## src/rtl/bram_result_reader_if.sv

```systemverilog
// bram_result_reader_if: the word stream leaving the BRAM result drain stage.
// Latency: none. This file only groups wires.
// Backpressure: the sink holds m_ready_i low to stall. The source then holds m_valid_o and m_data_o.
//
// Signals:
//   m_valid_o  word available at the head of the drain FIFO
//   m_ready_i  sink accepts the word this cycle
//   m_data_o   head word
// Modports: master = drain stage (source), slave = downstream sink.
interface bram_result_reader_if #(
  parameter int DWIDTH = 64
);
  logic              m_valid_o;
  logic              m_ready_i;
  logic [DWIDTH-1:0] m_data_o;

  modport master (
    output m_valid_o,
    output m_data_o,
    input  m_ready_i
  );

  modport slave (
    input  m_valid_o,
    input  m_data_o,
    output m_ready_i
  );
endinterface

```

## src/rtl/bram_result_reader.sv

```systemverilog
// bram_result_reader: drains a programmed number of words from the result BRAM onto a valid/ready stream.
// Latency: the first read issues 1 cycle after the start edge, and the first word is valid 3 cycles after it.
//   Throughput is 1 word/cycle.
// Backpressure: reads are throttled so that FIFO contents plus the in-flight read never exceed FIFO_DEPTH.
//
// Ports:
//   clk, reset_n              clock and asynchronous active-low reset
//   start_run_i, run_count_i  start pulse (accepted only in IDLE) and number of words to read
//   idle_o, run_o, done_o     status: IDLE, RUN/DRAIN, and a one-cycle DONE pulse
//   addr_o, ce_o, we_o, q_i   BRAM read port with 1-cycle read latency; we_o is tied low
//   strm                      output word stream (bram_result_reader_if.master)
//   checksum_o                XOR of every streamed word; present only when RESULT_CHECKSUM_EN is defined

// Small synchronous FIFO. The head is combinational from storage, so the head word stays put until it is popped.
// Latency: a word pushed in cycle N is visible at the head in cycle N+1.
// Backpressure: none internally. The caller must never push when full or pop when empty.
module bram_result_reader_fifo #(
  parameter int DWIDTH = 64,
  parameter int DEPTH  = 4,
  parameter int OW     = 3
) (
  input  logic              clk,
  input  logic              reset_n,
  input  logic              i_push,
  input  logic [DWIDTH-1:0] i_dat,
  input  logic              i_pop,
  output logic [OW-1:0]     o_occ,
  output logic [DWIDTH-1:0] o_head
);
  localparam int              PW       = (DEPTH > 1) ? $clog2(DEPTH) : 1;
  localparam logic [PW-1:0]   PTR_LAST = PW'(DEPTH - 1);
  localparam logic [PW-1:0]   PTR_ONE  = PW'(1);
  localparam logic [OW-1:0]   OCC_ONE  = OW'(1);

  logic [DWIDTH-1:0] r_mem [DEPTH];
  logic [PW-1:0]     r_wr_ptr;
  logic [PW-1:0]     r_rd_ptr;
  logic [OW-1:0]     r_occ;

  // Storage is reset as well, so the head reads 0 out of reset.
  always_ff @(posedge clk or negedge reset_n) begin
    if (!reset_n) begin
      for (int i = 0; i < DEPTH; i++) begin
        r_mem[i] <= '0;
      end
    end else if (i_push) begin
      r_mem[r_wr_ptr] <= i_dat;
    end
  end

  always_ff @(posedge clk or negedge reset_n) begin
    if (!reset_n) begin
      r_wr_ptr <= '0;
      r_rd_ptr <= '0;
      r_occ    <= '0;
    end else begin
      if (i_push) begin
        r_wr_ptr <= (r_wr_ptr == PTR_LAST) ? '0 : r_wr_ptr + PTR_ONE;
      end
      if (i_pop) begin
        r_rd_ptr <= (r_rd_ptr == PTR_LAST) ? '0 : r_rd_ptr + PTR_ONE;
      end
      case ({i_push, i_pop})
        2'b10:   r_occ <= r_occ + OCC_ONE;
        2'b01:   r_occ <= r_occ - OCC_ONE;
        default: r_occ <= r_occ;
      endcase
    end
  end

  assign o_occ  = r_occ;
  assign o_head = r_mem[r_rd_ptr];
endmodule

module bram_result_reader #(
  parameter int CNT_BIT    = 31,
  parameter int DWIDTH     = 64,
  parameter int AWIDTH     = 8,
  parameter int MEM_SIZE   = 256,
  parameter int FIFO_DEPTH = 4
) (
  input  logic                clk,
  input  logic                reset_n,
  input  logic                start_run_i,
  input  logic [CNT_BIT-1:0]  run_count_i,
  output logic                idle_o,
  output logic                run_o,
  output logic                done_o,
  output logic [AWIDTH-1:0]   addr_o,
  output logic                ce_o,
  output logic                we_o,
  input  logic [DWIDTH-1:0]   q_i,
  bram_result_reader_if.master strm
`ifdef RESULT_CHECKSUM_EN
  ,
  output logic [DWIDTH-1:0]   checksum_o
`endif
);
  localparam int                OW        = $clog2(FIFO_DEPTH + 1);
  localparam logic [OW:0]       DEPTH_L   = (OW + 1)'(FIFO_DEPTH);
  localparam logic [CNT_BIT-1:0] CNT_ONE  = CNT_BIT'(1);
  localparam logic [AWIDTH-1:0] ADDR_LAST = AWIDTH'(MEM_SIZE - 1);
  localparam logic [AWIDTH-1:0] ADDR_ONE  = AWIDTH'(1);

  typedef enum logic [1:0] {
    S_IDLE  = 2'd0,
    S_RUN   = 2'd1,
    S_DRAIN = 2'd2,
    S_DONE  = 2'd3
  } state_t;

  state_t             r_state;
  state_t             w_state_nxt;

  logic [CNT_BIT-1:0] r_count;
  logic [CNT_BIT-1:0] r_issued;
  logic [CNT_BIT-1:0] r_xfer;
  logic [AWIDTH-1:0]  r_addr;
  logic               r_inflight;

  logic               w_start;
  logic               w_ce;
  logic               w_pop;
  logic               w_last_issue;
  logic               w_last_xfer;
  logic [OW:0]        w_outstanding;
  logic [OW-1:0]      w_occ;
  logic [DWIDTH-1:0]  w_head;

  // A start is accepted only from IDLE. A pulse in any other state is ignored,
  // so a running count can never be reloaded.
  assign w_start = (r_state == S_IDLE) && start_run_i;

  // A read may issue only when both the word already queued and the word still
  // coming back from the BRAM will have a FIFO slot. This rules out overflow,
  // which lets the capture side push unconditionally.
  always_comb begin
    w_outstanding = {1'b0, w_occ} + {{OW{1'b0}}, r_inflight};
    w_ce          = (r_state == S_RUN) && (r_issued < r_count) && (w_outstanding < DEPTH_L);
    w_pop         = strm.m_valid_o && strm.m_ready_i;
    w_last_issue  = w_ce && ((r_issued + CNT_ONE) == r_count);
    w_last_xfer   = w_pop && ((r_xfer + CNT_ONE) == r_count);
  end

  always_ff @(posedge clk or negedge reset_n) begin
    if (!reset_n) begin
      r_state <= S_IDLE;
    end else begin
      r_state <= w_state_nxt;
    end
  end

  always_comb begin
    w_state_nxt = r_state;
    case (r_state)
      S_IDLE: begin
        if (start_run_i) begin
          w_state_nxt = (run_count_i == '0) ? S_DONE : S_RUN;
        end
      end
      S_RUN: begin
        if (w_last_issue) begin
          w_state_nxt = S_DRAIN;
        end
      end
      // The last word is transferred here. DONE then follows the final
      // handshake by exactly one cycle.
      S_DRAIN: begin
        if (w_last_xfer) begin
          w_state_nxt = S_DONE;
        end
      end
      S_DONE:  w_state_nxt = S_IDLE;
      default: w_state_nxt = S_IDLE;
    endcase
  end

  // Issue and transfer bookkeeping. The address is tracked separately from the
  // issue count, so wrapping at MEM_SIZE needs no modulo on the wide counter.
  always_ff @(posedge clk or negedge reset_n) begin
    if (!reset_n) begin
      r_count  <= '0;
      r_issued <= '0;
      r_xfer   <= '0;
      r_addr   <= '0;
    end else if (w_start) begin
      r_count  <= run_count_i;
      r_issued <= '0;
      r_xfer   <= '0;
      r_addr   <= '0;
    end else begin
      if (w_ce) begin
        r_issued <= r_issued + CNT_ONE;
        r_addr   <= (r_addr == ADDR_LAST) ? '0 : r_addr + ADDR_ONE;
      end
      if (w_pop) begin
        r_xfer <= r_xfer + CNT_ONE;
      end
    end
  end

  // q_i carries the data one cycle after ce_o, so r_inflight marks the cycle in
  // which q_i is captured.
  always_ff @(posedge clk or negedge reset_n) begin
    if (!reset_n) begin
      r_inflight <= 1'b0;
    end else begin
      r_inflight <= w_ce;
    end
  end

  bram_result_reader_fifo #(
    .DWIDTH (DWIDTH),
    .DEPTH  (FIFO_DEPTH),
    .OW     (OW)
  ) u_fifo (
    .clk     (clk),
    .reset_n (reset_n),
    .i_push  (r_inflight),
    .i_dat   (q_i),
    .i_pop   (w_pop),
    .o_occ   (w_occ),
    .o_head  (w_head)
  );

`ifdef RESULT_CHECKSUM_EN
  logic [DWIDTH-1:0] r_csum;

  // Cleared when a start is accepted. It then holds through DONE and IDLE,
  // so software can read it after the run.
  always_ff @(posedge clk or negedge reset_n) begin
    if (!reset_n) begin
      r_csum <= '0;
    end else if (w_start) begin
      r_csum <= '0;
    end else if (w_pop) begin
      r_csum <= r_csum ^ w_head;
    end
  end

  assign checksum_o = r_csum;
`endif

  assign idle_o         = (r_state == S_IDLE);
  assign run_o          = (r_state == S_RUN) || (r_state == S_DRAIN);
  assign done_o         = (r_state == S_DONE);
  assign addr_o         = r_addr;
  assign ce_o           = w_ce;
  assign we_o           = 1'b0;
  assign strm.m_valid_o = (w_occ != '0);
  assign strm.m_data_o  = w_head;
endmodule

```

## src/flat_wrapper.sv

```systemverilog
// flat-port wrapper written by rule: the top's interface ports become plain ports
module bram_result_reader_flat 
#(
  parameter int CNT_BIT    = 31,
  parameter int DWIDTH     = 64,
  parameter int AWIDTH     = 8,
  parameter int MEM_SIZE   = 256,
  parameter int FIFO_DEPTH = 4
)
  (clk, reset_n, start_run_i, run_count_i, idle_o, run_o, done_o, addr_o, ce_o, we_o, q_i, strm_m_valid_o, strm_m_data_o, strm_m_ready_i);
  bram_result_reader_if #(.DWIDTH(DWIDTH)) strm_i ();
  input  logic clk;
  input  logic reset_n;
  input  logic start_run_i;
  input  logic [CNT_BIT-1:0] run_count_i;
  output logic idle_o;
  output logic run_o;
  output logic done_o;
  output logic [AWIDTH-1:0] addr_o;
  output logic ce_o;
  output logic we_o;
  input  logic [DWIDTH-1:0] q_i;
  output wire logic [$bits(strm_i.m_valid_o)-1:0] strm_m_valid_o;
  output wire logic [$bits(strm_i.m_data_o)-1:0] strm_m_data_o;
  input wire logic [$bits(strm_i.m_ready_i)-1:0] strm_m_ready_i;
  assign strm_m_valid_o = strm_i.m_valid_o;
  assign strm_m_data_o = strm_i.m_data_o;
  assign strm_i.m_ready_i = strm_m_ready_i;
  bram_result_reader #(.CNT_BIT(CNT_BIT), .DWIDTH(DWIDTH), .AWIDTH(AWIDTH), .MEM_SIZE(MEM_SIZE), .FIFO_DEPTH(FIFO_DEPTH)) u_core (.clk(clk), .reset_n(reset_n), .start_run_i(start_run_i), .run_count_i(run_count_i), .idle_o(idle_o), .run_o(run_o), .done_o(done_o), .addr_o(addr_o), .ce_o(ce_o), .we_o(we_o), .q_i(q_i), .strm(strm_i));
endmodule
```

## config.mk

```make
export PLATFORM = sky130hd
export DESIGN_NAME = bram_result_reader_flat
export DESIGN_NICKNAME = d
export VERILOG_FILES = /design/src/rtl/bram_result_reader_if.sv /design/src/rtl/bram_result_reader.sv /design/src/flat_wrapper.sv
export SDC_FILE = /design/constraint.sdc
export NUM_CORES = 1
export LEC_CHECK = 0
export CAP_MARGIN = 30
export CELL_PAD_IN_SITES_DETAIL_PLACEMENT = 1
export CELL_PAD_IN_SITES_GLOBAL_PLACEMENT = 1
export CORE_MARGIN = 2
export CORE_UTILIZATION = 48
export CTS_BUF_LIST = sky130_fd_sc_hd__clkbuf_4 sky130_fd_sc_hd__clkbuf_8
export CTS_CLUSTER_SIZE = 40
export DETAILED_ROUTE_END_ITERATION = 7
export PLACE_DENSITY_LB_ADDON = 0.1
export RECOVER_POWER = 25
export REMOVE_ABC_BUFFERS = 1
export SLEW_MARGIN = 0
export SYNTH_ARGS = -nofsm -noshare
export SYNTH_HDL_FRONTEND = slang
export SYNTH_SLANG_ARGS = --single-unit
```

## constraint.sdc

```tcl
create_clock -name clk -period 4.15 [get_ports clk]
set_input_delay 0.6225 -clock clk [delete_from_list [all_inputs] [get_ports clk]]
set_output_delay 0.6225 -clock clk [all_outputs]
set_load 0.01 [all_outputs]
```

[After elaboration in Yosys (flattened, before gate mapping)]
Index checks and enable logic that the tools add are counted.
Word-level totals
  bits in registers: 367
  bits of input ports: 99
  output and inout bits: 78
  logic and storage cells: 77
Cells by class
  add/subtract/negate cells: 8
  $lt $le $gt $ge: 5
  equality and inequality tests: 13
  multiplexer cells: 21
  bitwise logic cells: 2
  reduce and logical (&&, ||, !) cells: 15
Operators with widths (count)
  256-bit bitwise mux: 1
  64-bit two-way mux: 3
  64-bit binary-select mux with 2-bit select: 1
  64-bit demux with 2-bit select: 1
  31-bit two-way mux: 4
  31-bit by 1-bit adder with 31-bit output, second input constant: 2
  31-bit equality test: 2
  31-bit zero test: 1
  31-bit < comparator: 1
  8-bit two-way mux: 3
  2-bit two-way mux: 6
  2-bit equality test, second input constant: 5
  8-bit by 1-bit adder with 8-bit output, second input constant: 1
  8-bit equality test, second input constant: 1
  2-bit case mux with 4 select lines: 1
  1-bit logical AND: 7
  3-bit >= comparator, second input constant: 2
  2-bit inverter with 3-bit output: 2
  3-bit case mux with 2 select lines: 1
  2-bit nonzero test: 3
  2-bit by 1-bit adder with 2-bit output, second input constant: 2
  3-bit by 1-bit adder with 4-bit output: 1
  2-bit by 1-bit equality test with 1-bit output, second input constant: 2
  4-bit by 3-bit < comparator with 1-bit output, second input constant: 1
  other kinds (9): 10

[Longest topological paths before layout]
Gate-level depths: netlist of run 1.
  word-level depth: 6
  depth in mapped cells: 13
  gate-level depth less buffers: 12

[Hierarchy]
A second synthesis of run 1 with hierarchy kept.
Second synthesis, totals
  cell total of the unflattened synthesis: 1538
  area, all modules: 19032.0 µm²
By module, submodules not included
  bram_result_reader_fifo: times used 1, cells an instance 652, area an instance 11516.0 µm², seq. area each 6581.3 µm²
  bram_result_reader: times used 1, cells an instance 886, area an instance 7516.0 µm², seq. area each 2602.5 µm²

[Worst setup path after synthesis of run 1]
Ideal clock, no wire load.
  path type: reg-to-reg
  start point: register u_core.r_issued[10]
  end point: register u_core.r_state[1]
  setup time: 0.125 ns
  data arrival time: 3.089 ns
  data required time: 4.025 ns
  path slack: 0.936 ns
  cell stages (with the launch flop): 11
  path buffers: 1
  period minus slack after synthesis: 3.214 ns
  cells stage by stage: dfrtp_1 -> buf_2 -> nand4_4 -> or4_4 -> nor4_4 -> nand3_2 -> or3_1 -> a2111oi_2 -> a41oi_1 -> o21bai_4 -> mux2_4
On the way
  cells in the longest elaborated chain, start to end: 6
  elaborated cells on any way between the ends: 8
  classes of those cells: add/sub: 1; order compare: 1; eq/ne: 2; reduce/logical: 4
RTL lines
  from (decl): RTL line bram_result_reader.sv:116  | logic [CNT_BIT-1:0] r_issued;
  from (signal assigned): RTL line bram_result_reader.sv:193  | r_issued <= r_issued + CNT_ONE;
  branches (longest 3 deep; another with 31-bit by 1-bit adder with 31-bit output)
  1-bit logical AND *: RTL line bram_result_reader.sv:141  | w_last_issue = w_ce && ((r_issued + CNT_ONE) == r_count);
  2-bit by 1-bit != test with 1-bit output (no source line) *
  3-bit AND reduction (no source line) *
  to (signal assigned): RTL line bram_result_reader.sv:149  | r_state <= w_state_nxt;
  to (decl): RTL line bram_result_reader.sv:112  | state_t r_state;
Mark *: on every way between the ends.
A chain may end at the register's enable or synchronous reset.

[Worst setup path in the final report of run 1]
  start point: register u_core.r_issued[6]
  end point: output port ce_o
On the way
  cells in the longest elaborated chain, start to end: 3
RTL lines
  31-bit < comparator: RTL line bram_result_reader.sv:139  | w_ce = (r_state == S_RUN) && (r_issued < r_count) && (w_outstanding < DEPTH_L);
  1-bit logical AND (2 in series): RTL line bram_result_reader.sv:139
  to (decl): RTL line flat_wrapper.sv:20  | output logic ce_o;
Every way passes these cells.

==> results.yml, run 1 <==
route:
  routed_wl_um: 52400
  dr.pass1.iters: 5
  drtIter0Drc: 675
  final_antenna_net_count: 0
  drc: 0
  vias_per_cell: 5.77
  wire_per_inst_um: 22.4
  vias: 13500
setup_path:
  crit_type: "reg -> out"
  start_kind: "register"
  cp_max_fo: 11
  crit_arrival_ps: 3310
  setup.worst_path.end_class: "primary output"
  critPathRequiredTime_ps: 3530
global_routing:
  grt_pass1_vias: 15000
  antenna_found_initial: 1
  grt_max_degree: 114
  track_usage_pct: 26.4
  grt_pass1_wl_um: 84600
  grt-ovfl-total: 0
sta:
  rsz0062_at_grt: "false"
  whs_ps: 499
  setup_viol: 0
  period_minus_slack_ps: 3930
  finalHoldViolCount: 0
  slew_headroom_pct: -93.3
  worst_pin_slew_ps: 2900
  maxSlewViolCount: 111
  fmax_ghz: 0.254
  post-route-period-util_pct: 94.8
  skew_ps: 26.5
logic_synthesis:
  synth_area_leader_cell: "dfrtp_1"
  ys_seq_elements: 367
  yosys-top-cells-count: "dfrtp_1 (367), mux2_2 (256), nand2_1 (108)"
  syn_area_per_cell_sq_um: 11.9
  yosys.area_share.simple_pct: 11.0
  synth_top_family_by_area: "multiplexers"
  synthAdderAreaFrac_pct: 3.00
  synth_top_cell_area_share_pct: 48.4
  syn_area_sq_um: 19000
  synthDistinctLibCells: 68
  synthMostInstantiatedCell: "dfrtp_1"
  synth_mux_area_share_pct: 23.1
  synth-xor-area-share_pct: 6.23
  ys_warn_count: 0
  async_flop_share_pct: 100
  yosys-top-cells-area: "dfrtp_1 (48%), mux2_2 (15%), mux4_2 (7.6%)"
  syn_inst: 1600
  synth_edf_count: 0
  synth_top_flop_cell: "dfrtp_1"
  ys_seq_area_share_pct: 48.4
  synth_compound_area_share_pct: 5.14
place:
  globalplace.congestion: 0.900
  io_buffer_count: 175
  hpwl_um: 36400
  placed_cells: 2228
clocking:
  numCtsBuffers: 67
  clock_sinks: 367
  ctsResizeCount: 0
  post_cts.repair.setup_buffers: 0
  cts_max_level: 3
  clockBufferDepth: 3
  insertion_delay_ps: 620
  clk_pin_slew_ps: 60
  cts_hold_buffers: 0
  cts-root-buf: "clkbuf_8"
  cts_tree: "built"
power_and_ir_drop:
  p_leak_nw: 9.44
  internal_power_mw: 11.3
  swShare_pct: 33.5
  ir_worst_vdd_mv: 0.324
  comb_power_share_pct: 41.5
  p_switching_mw: 5.69
  power_frac_seq_pct: 36.9
  power.density_nw_per_um2: 746
  clkPwrFrac_pct: 21.6
finish:
  nFillCells: 3945
  syn_to_final_growth_pct: 19.9
  final_cells: 2345
  utilization_pct: 58.6
  drive_gt1_share_pct: 26.7
  final_nets: 1923
die:
  initial_core_util_pct: 48.9
  die-area_sq_um: 41200
  die_h_um: 203
  io_pins: 177
  core_sq_um: 38800
  rows: 72
  die_w_um: 203
run_status:
  status: "complete, but fails checks"
  violations: "max-capacitance violations, max-slew violations"
min_path:
  hold_class: "reg -> reg"
run:
  drv_cap: 1
## layout by cell type, fill, tap and decap left out, types with 4 or more instances in the layout
cell type / count
mux2i_1: 5
nand3_1: 39
buf_4: 28
nand2_4: 4
o22ai_1: 5
nor3_1: 26
buf_12: 4
or3_1: 17
o31ai_1: 5
a21oi_1: 43
nand2_1: 104
o21ai_0: 55
clkbuf_4: 28
dfrtp_1: 365
inv_1: 58
clkbuf_8: 81
o211ai_1: 5
nand4_1: 40
or4_1: 9
clkdlybuf4s50_1: 174
nor2b_1: 6
a21o_1: 4
a31oi_1: 6
nor2_1: 99
xor2_1: 47
nor4_1: 28
and3_1: 11
and4_1: 11
mux2_2: 256
mux4_2: 64
ha_1: 44
xnor2_1: 88
## worst max-delay path, stage by stage (launching register included)
cell and delay [ps]:
dfrtp_1 550, ha_1 450, nand4_1 100, a21oi_1 150, nor2_1 80, o31a_1 320
o21ai_1 400, inv_1 130, clkdlybuf4s50_1 510
## kinds of logic (layout without fill, tap and decap cells)
logic type,count (synthesis),count (layout)
and+or+nand+nor,414,414
DFF,367,367
muxes,326,326
AOI/OAI and AO/OA,157,157
buffers and inverters,155,381
xor gates and xnor gates,135,135
adders and majority gates,45,45
other,1,2
## per-layer routing
metal | part of all wire [%] | GRT usage [%] | up-vias
met5 | 0 | 0 | -
met4 | 2.8 | 8.45 | 0
met3 | 3.7 | 4.16 | 89
met2 | 51 | 45.9 | 287
met1 | 43 | 33.8 | 7031
li1 | - | - | 6132
## path summary, 6_finish.rpt
kind / slack, ps / depth (start not counted) / start / endpoint
setup / recovery: 220 / 8 / u_core.r_issued[6] / ce_o
hold / removal: 500 / 1 / u_core.u_fifo.r_mem[25] / u_core.u_fifo.r_mem[25]
setup reg to reg: 500 / 9 / u_core.r_issued[7] / u_core.r_state[1]
hold reg to reg: 500 / 1 / u_core.u_fifo.r_mem[25] / u_core.u_fifo.r_mem[25]
max in group asynchronous: 1440 / 2 / reset_n / u_core.addr_o[2]
min in group asynchronous: 960 / 1 / reset_n / u_core.u_fifo.r_mem[42]
## power by group through the flow
stage               sequential, mW  clock [mW]  combinational, mW
floorplan                     5.96           0               4.38
global placement              6.12           0               6.90
detailed placement            6.29           0               7.11
CTS                           6.25        3.78               7.15
global route                  6.45        3.94               7.59
finish                        6.26        3.67               7.05
## registers in the layout, summed over array words and instances, names as in the netlist
signal and count:
u_core.u_fifo.o_occ 3, u_core.u_fifo.r_rd_ptr 2, u_core.r_inflight 1, u_core.r_state 2, u_core.u_fifo.r_wr_ptr 2, u_core.u_fifo.r_mem 256, u_core.r_count 31, u_core.r_issued 31
u_core.addr_o 8, u_core.r_xfer 31
## area by class of cell
class                   instances  area, sq um  share of cell area (%)
clock inverters                 7          101                   0.445
flip-flops and latches        367         9190                    40.4
multi-input cells            1078         9250                    40.6
well taps                     518          648                    2.85
inverters                      58          218                   0.956
clock buffers                 109         1330                    5.82
diodes                          1         2.50                  0.0110
repair buffers                207         2040                    8.95
## through the flow
step / power (mW) / worst slack (ps) / cell area [sq um] / setup TNS (ps)
finish: 17.0 / 217 / 22800 / 0
global route: 18.0 / 13.9 / 22800 / 0
CTS: 17.2 / 141 / 22800 / 0
detailed placement: 13.4 / 543 / 21400 / 0
global placement: 13.0 / 600 / 21400 / 0
floorplan: 10.3 / -529 / 18600 / -2220
(Power assumes the default switching activity.)
==> run 2, diff against run 1 <==
- RECOVER_POWER: 25 -> 50
==> run 2 against run 1 <==
Net effect:
- the flow still finishes with violations (max-capacitance violations, max-slew violations)
- largest power group unchanged
- cell count unchanged
- sequential power is essentially flat
- critical path depth is the same
- flip-flop and latch count is the same
- utilization is 0.10 points lower
- worst hold slack is essentially flat
- fmax barely moved
- design area fell by 0.18%
- die area did not move
==> results.yml, run 2 (synthesis results as in run 1) <==
power_and_ir_drop:
  p_leak_nw: 9.41
  p_total_mw: 17.0
  ir_worst_vdd_mv: 0.322
  power.density_nw_per_um2: 747
setup_path:
  critPathRequiredTime_ps: 3530
  setup.worst_path.end_class: "primary output"
  critPathBufInv: 2
  crit_type: "reg -> out"
  cp_slowest_cell: "dfrtp_1"
  path_cells: "ha_1 > nand4_1 > a21oi_1 > nor2_1 > o31a_1 > o21ai_1 > inv_1 > clkdlybuf4s50_1"
  path_delay_family: "compound AO/OA/AOI/OAI gates"
  start_kind: "register"
  crit_arrival_ps: 3310
  cp_max_fo: 11
  cpPeakStageDelay_ps: 550
run_status:
  violations: "max-capacitance violations, max-slew violations"
  status: "complete, but fails checks"
clocking:
  cts_tree: "built"
  clock_sinks: 367
  cts_hold_buffers: 0
  insertion_delay_ps: 620
  ctsResizeCount: 0
  numCtsBuffers: 67
  post_cts.repair.setup_buffers: 0
  cts_max_level: 3
  cts-root-buf: "clkbuf_8"
  clk_pin_slew_ps: 60
  clockBufferDepth: 3
finish:
  layout_commonest_cell: "dfrtp_1"
  final_cells: 2345
  largest_reg_flops: 256
  design_area_sq_um: 22700
  drive_gt1_share_pct: 26.4
  nFillCells: 3947
  final_cell_mix: "dfrtp_1 (366), mux2_2 (256), clkdlybuf4s50_1 (174)"
  syn_to_final_growth_pct: 19.7
  top_register: "u_core.u_fifo.r_mem"
  final_nets: 1923
die:
  initial_core_util_pct: 48.9
  core_sq_um: 38800
  io_pins: 177
  die_h_um: 203
  die-area_sq_um: 41200
  die_w_um: 203
  rows: 72
sta:
  finalHoldViolCount: 0
  whs_ps: 499
  maxSlewViolCount: 230
  period_minus_slack_ps: 3930
  skew_ps: 31.2
  fmax_ghz: 0.254
  post-route-period-util_pct: 94.7
  slew_headroom_pct: -90.6
  finalSetupTns_ps: 0
  rsz0062_at_grt: "false"
  worst_pin_slew_ps: 2860
  setup_viol: 0
route:
  drtIter0Drc: 723
  vias: 13500
  dr.pass1.iters: 6
  wire_per_inst_um: 22.3
  final_antenna_net_count: 0
  drc: 0
  routed_wl_um: 52300
  vias_per_cell: 5.77
place:
  globalplace.congestion: 0.900
  placed_cells: 2228
  hpwl_um: 36400
  place_area_sq_um: 21400
  io_buffer_count: 175
min_path:
  hold_class: "reg -> reg"
global_routing:
  antenna_found_initial: 1
  grt_max_degree: 114
  grt-ovfl-total: 0
  grt_pass1_vias: 15000
  track_usage_pct: 26.4
  grt_pass1_wl_um: 84600
run:
  drv_cap: 4
==> run 2: cell types whose count changed in the layout (fill, tap and decap cells not counted) <==
cell	before	now
and2_0	0	1
and2_4	1	0
buf_12	4	3
buf_4	28	25
clkbuf_1	0	1
clkbuf_2	1	3
clkbuf_4	28	29
dfrtp_1	365	366
dfrtp_2	1	0
nand2_1	104	106
nand2_4	4	2
==> run 2: per-stage QoR <==
step / util (%) / setup slack [ps]
final: 58.5 / 219
after global routing: 58.5 / 13.9
after CTS: 58.7 / 141
after detailed placement: 55.0 / 543
after global placement: 55.0 / 600
after floorplan: - / -529
==> run 2: cell type report <==
class | count | area, sq um | share of cell area, %
repair buffers | 207 | 2020 | 8.87
well taps | 518 | 648 | 2.85
clock buffers | 109 | 1330 | 5.83
flip-flops and latches | 367 | 9190 | 40.4
multi-input cells | 1078 | 9230 | 40.6
inverters | 58 | 218 | 0.958
diodes | 1 | 2.50 | 0.0110
clock inverters | 7 | 101 | 0.446
==> run 2: worst register-to-register path: cells and delay by family (launching register included) <==
kind            cells  cell delay, ps
compound gates      3             770
simple gates        5            1920
flops               1             540
mux                 1             290
==> run 2: per-layer routing <==
layer	vias up	global-route usage (%)	wire length, um
met5	-	0	0
met4	0	8.45	1510
met3	95	4.16	1960
met2	309	45.9	26600
met1	6991	33.8	22300
li1	6126	-	-
==> run 2: final timing paths <==
check	startpoint	to	slack, ps	cells past startpoint
hold / removal	u_core.u_fifo.r_mem[25]	u_core.u_fifo.r_mem[25]	500	1
setup reg to reg	u_core.r_issued[7]	u_core.r_state[1]	500	9
setup / recovery	u_core.r_issued[6]	ce_o	220	8
max in group asynchronous	reset_n	u_core.r_issued[24]	880	2
hold reg to reg	u_core.u_fifo.r_mem[25]	u_core.u_fifo.r_mem[25]	500	1
min in group asynchronous	reset_n	u_core.u_fifo.r_mem[219]	940	1
==> run 2: power by group <==
part | internal, mW | switching [mW] | total [mW] | leakage [nW]
registers | 5.11 | 1.14 | 6.25 | 4.46
clock network | 2.14 | 1.53 | 3.67 | 0.759
logic | 4.05 | 3.00 | 7.05 | 4.19
==> run 3, diff against run 2 <==
- PLACE_DENSITY: unset -> 0.84
- PLACE_DENSITY_LB_ADDON: 0.1 -> unset
==> run 3 against run 2 <==
Net effect:
- the run still ends with max-capacitance violations, max-slew violations left
- via count grew 3.9%
- first-iteration DRC count up 21%
- sequential power up 4.3%
- design area stayed put
==> results.yml, run 3 (synthesis results as in run 1) <==
run_status:
  status: "complete, but fails checks"
  violations: "max-capacitance violations, max-slew violations"
place:
  hpwl_um: 37400
  io_buffer_count: 175
  placed_cells: 2220
  globalplace.congestion: 0.929
finish:
  largest_reg_flops: 256
  top_register: "u_core.u_fifo.r_mem"
  utilization_pct: 58.5
  final_cells: 2343
  layout_commonest_cell: "dfrtp_1"
  syn_to_final_growth_pct: 19.7
  register_area_sq_um: 9190
  final_nets: 1916
  final_cell_mix: "dfrtp_1 (365), mux2_2 (253), clkdlybuf4s50_1 (174)"
  drive_gt1_share_pct: 26.3
  nFillCells: 3855
  multi_input_area_sq_um: 9230
route:
  routed_wl_um: 60400
  final_antenna_net_count: 0
  drc: 0
  dr.pass1.iters: 5
  drtIter0Drc: 874
  vias: 14000
  wire_per_inst_um: 25.8
  vias_per_cell: 6.00
global_routing:
  grt_max_degree: 101
  track_usage_pct: 30.0
  grt_pass1_wl_um: 94100
  antenna_found_initial: 6
  grt-ovfl-total: 0
  grt_pass1_vias: 15500
die:
  die-area_sq_um: 41200
  io_pins: 177
  die_h_um: 203
  die_w_um: 203
  rows: 72
  initial_core_util_pct: 48.9
  core_sq_um: 38800
min_path:
  hold_path_startpoint: "u_core.u_fifo.r_mem[124]"
  hold_class: "reg -> reg"
setup_path:
  setup.worst_path.end_class: "primary output"
  reg2reg_from: "u_core.r_issued[7]"
  critPathRequiredTime_ps: 3530
  cp-startpoint: "u_core.r_issued[6]"
  crit_type: "reg -> out"
  crit_arrival_ps: 3130
  cp_max_fo: 11
  start_kind: "register"
run:
  drv_cap: 2
sta:
  finalSetupTns_ps: 0
  period_minus_slack_ps: 3760
  finalHoldViolCount: 0
  post-route-period-util_pct: 90.5
  rsz0062_at_grt: "false"
  worst_pin_slew_ps: 2390
  fmax_ghz: 0.266
  maxSlewViolCount: 153
  setup_viol: 0
  skew_ps: 44.9
  slew_headroom_pct: -59.5
power_and_ir_drop:
  ir_worst_vdd_mv: 0.356
  power.density_nw_per_um2: 775
  p_leak_nw: 9.38
clocking:
  post_cts.repair.setup_buffers: 0
  cts-root-buf: "clkbuf_8"
  numCtsBuffers: 67
  ctsResizeCount: 0
  clk_pin_slew_ps: 50
  cts_max_level: 3
  cts_hold_buffers: 1
  clockBufferDepth: 3
  insertion_delay_ps: 660
  clock_sinks: 367
  cts_tree: "built"
run 3: cell count changes in the layout (fill, tap and decap cells not counted), moves of 3 or more:
cell	delta
mux2_2	-3
nand2_2	+4
buf_4	-12
buf_12	+4
mux2_1	+3
clkbuf_4	-4
clkinv_2	+6
run 3: metrics by stage:
stage | hold WS (ps) | power, mW | worst slack [ps] | instance area, sq um
floorplan | 327 | 10.3 | -529 | 18600
global placement | 480 | 12.9 | 659 | 21300
detailed placement | 489 | 13.5 | 479 | 21300
CTS | 502 | 17.7 | 356 | 22800
global route | 505 | 18.5 | 139 | 22700
finish | 504 | 17.6 | 395 | 22700
run 3: path summary, 6_finish.rpt:
path	cells after the start	slack (ps)	to
min	1	500	u_core.u_fifo.r_mem[124]
max	8	390	ce_o
min in group asynchronous	2	1210	u_core.u_fifo.r_mem[130]
min reg2reg	1	500	u_core.u_fifo.r_mem[124]
max in group asynchronous	3	620	u_core.addr_o[5]
max reg2reg	9	420	u_core.r_state[1]
run 3: metal layers:
| metal | wire, um | share of wire [%] | vias up | GRT usage [%] |
|---|---|---|---|---|
| met3 | 3150 | 5.2 | 168 | 6.42 |
| met4 | 2410 | 4.0 | 8 | 12.6 |
| met1 | 24600 | 41 | 7304 | 37.2 |
| met2 | 30100 | 50 | 431 | 50.9 |
| li1 | - | - | 6138 | - |
| met5 | 47 | 0.078 | - | 0 |
run 3: worst max-delay path: stages (launching register included):
cell             delay [ps]
dfrtp_1                 560
ha_1                    440
nand4_1                  90
a21oi_1                 130
nor2_1                   80
o31a_1                  340
o21ai_1                 280
inv_1                   100
clkdlybuf4s50_1         490
run 3: area by class of cell:
cell class | instances | share of cell area (%)
multi-input combinational | 1078 | 40.6
sequential | 367 | 40.4
timing repair buffer | 200 | 8.87
clock buffer | 107 | 5.82
tap | 518 | 2.85
inverter | 58 | 0.958
clock inverter | 13 | 0.451
antenna | 2 | 0.0220
run 3: where the power goes:
group	total, mW	switching, mW	internal [mW]
logic	7.41	3.35	4.06
clock network	3.70	1.66	2.04
registers	6.52	1.40	5.12
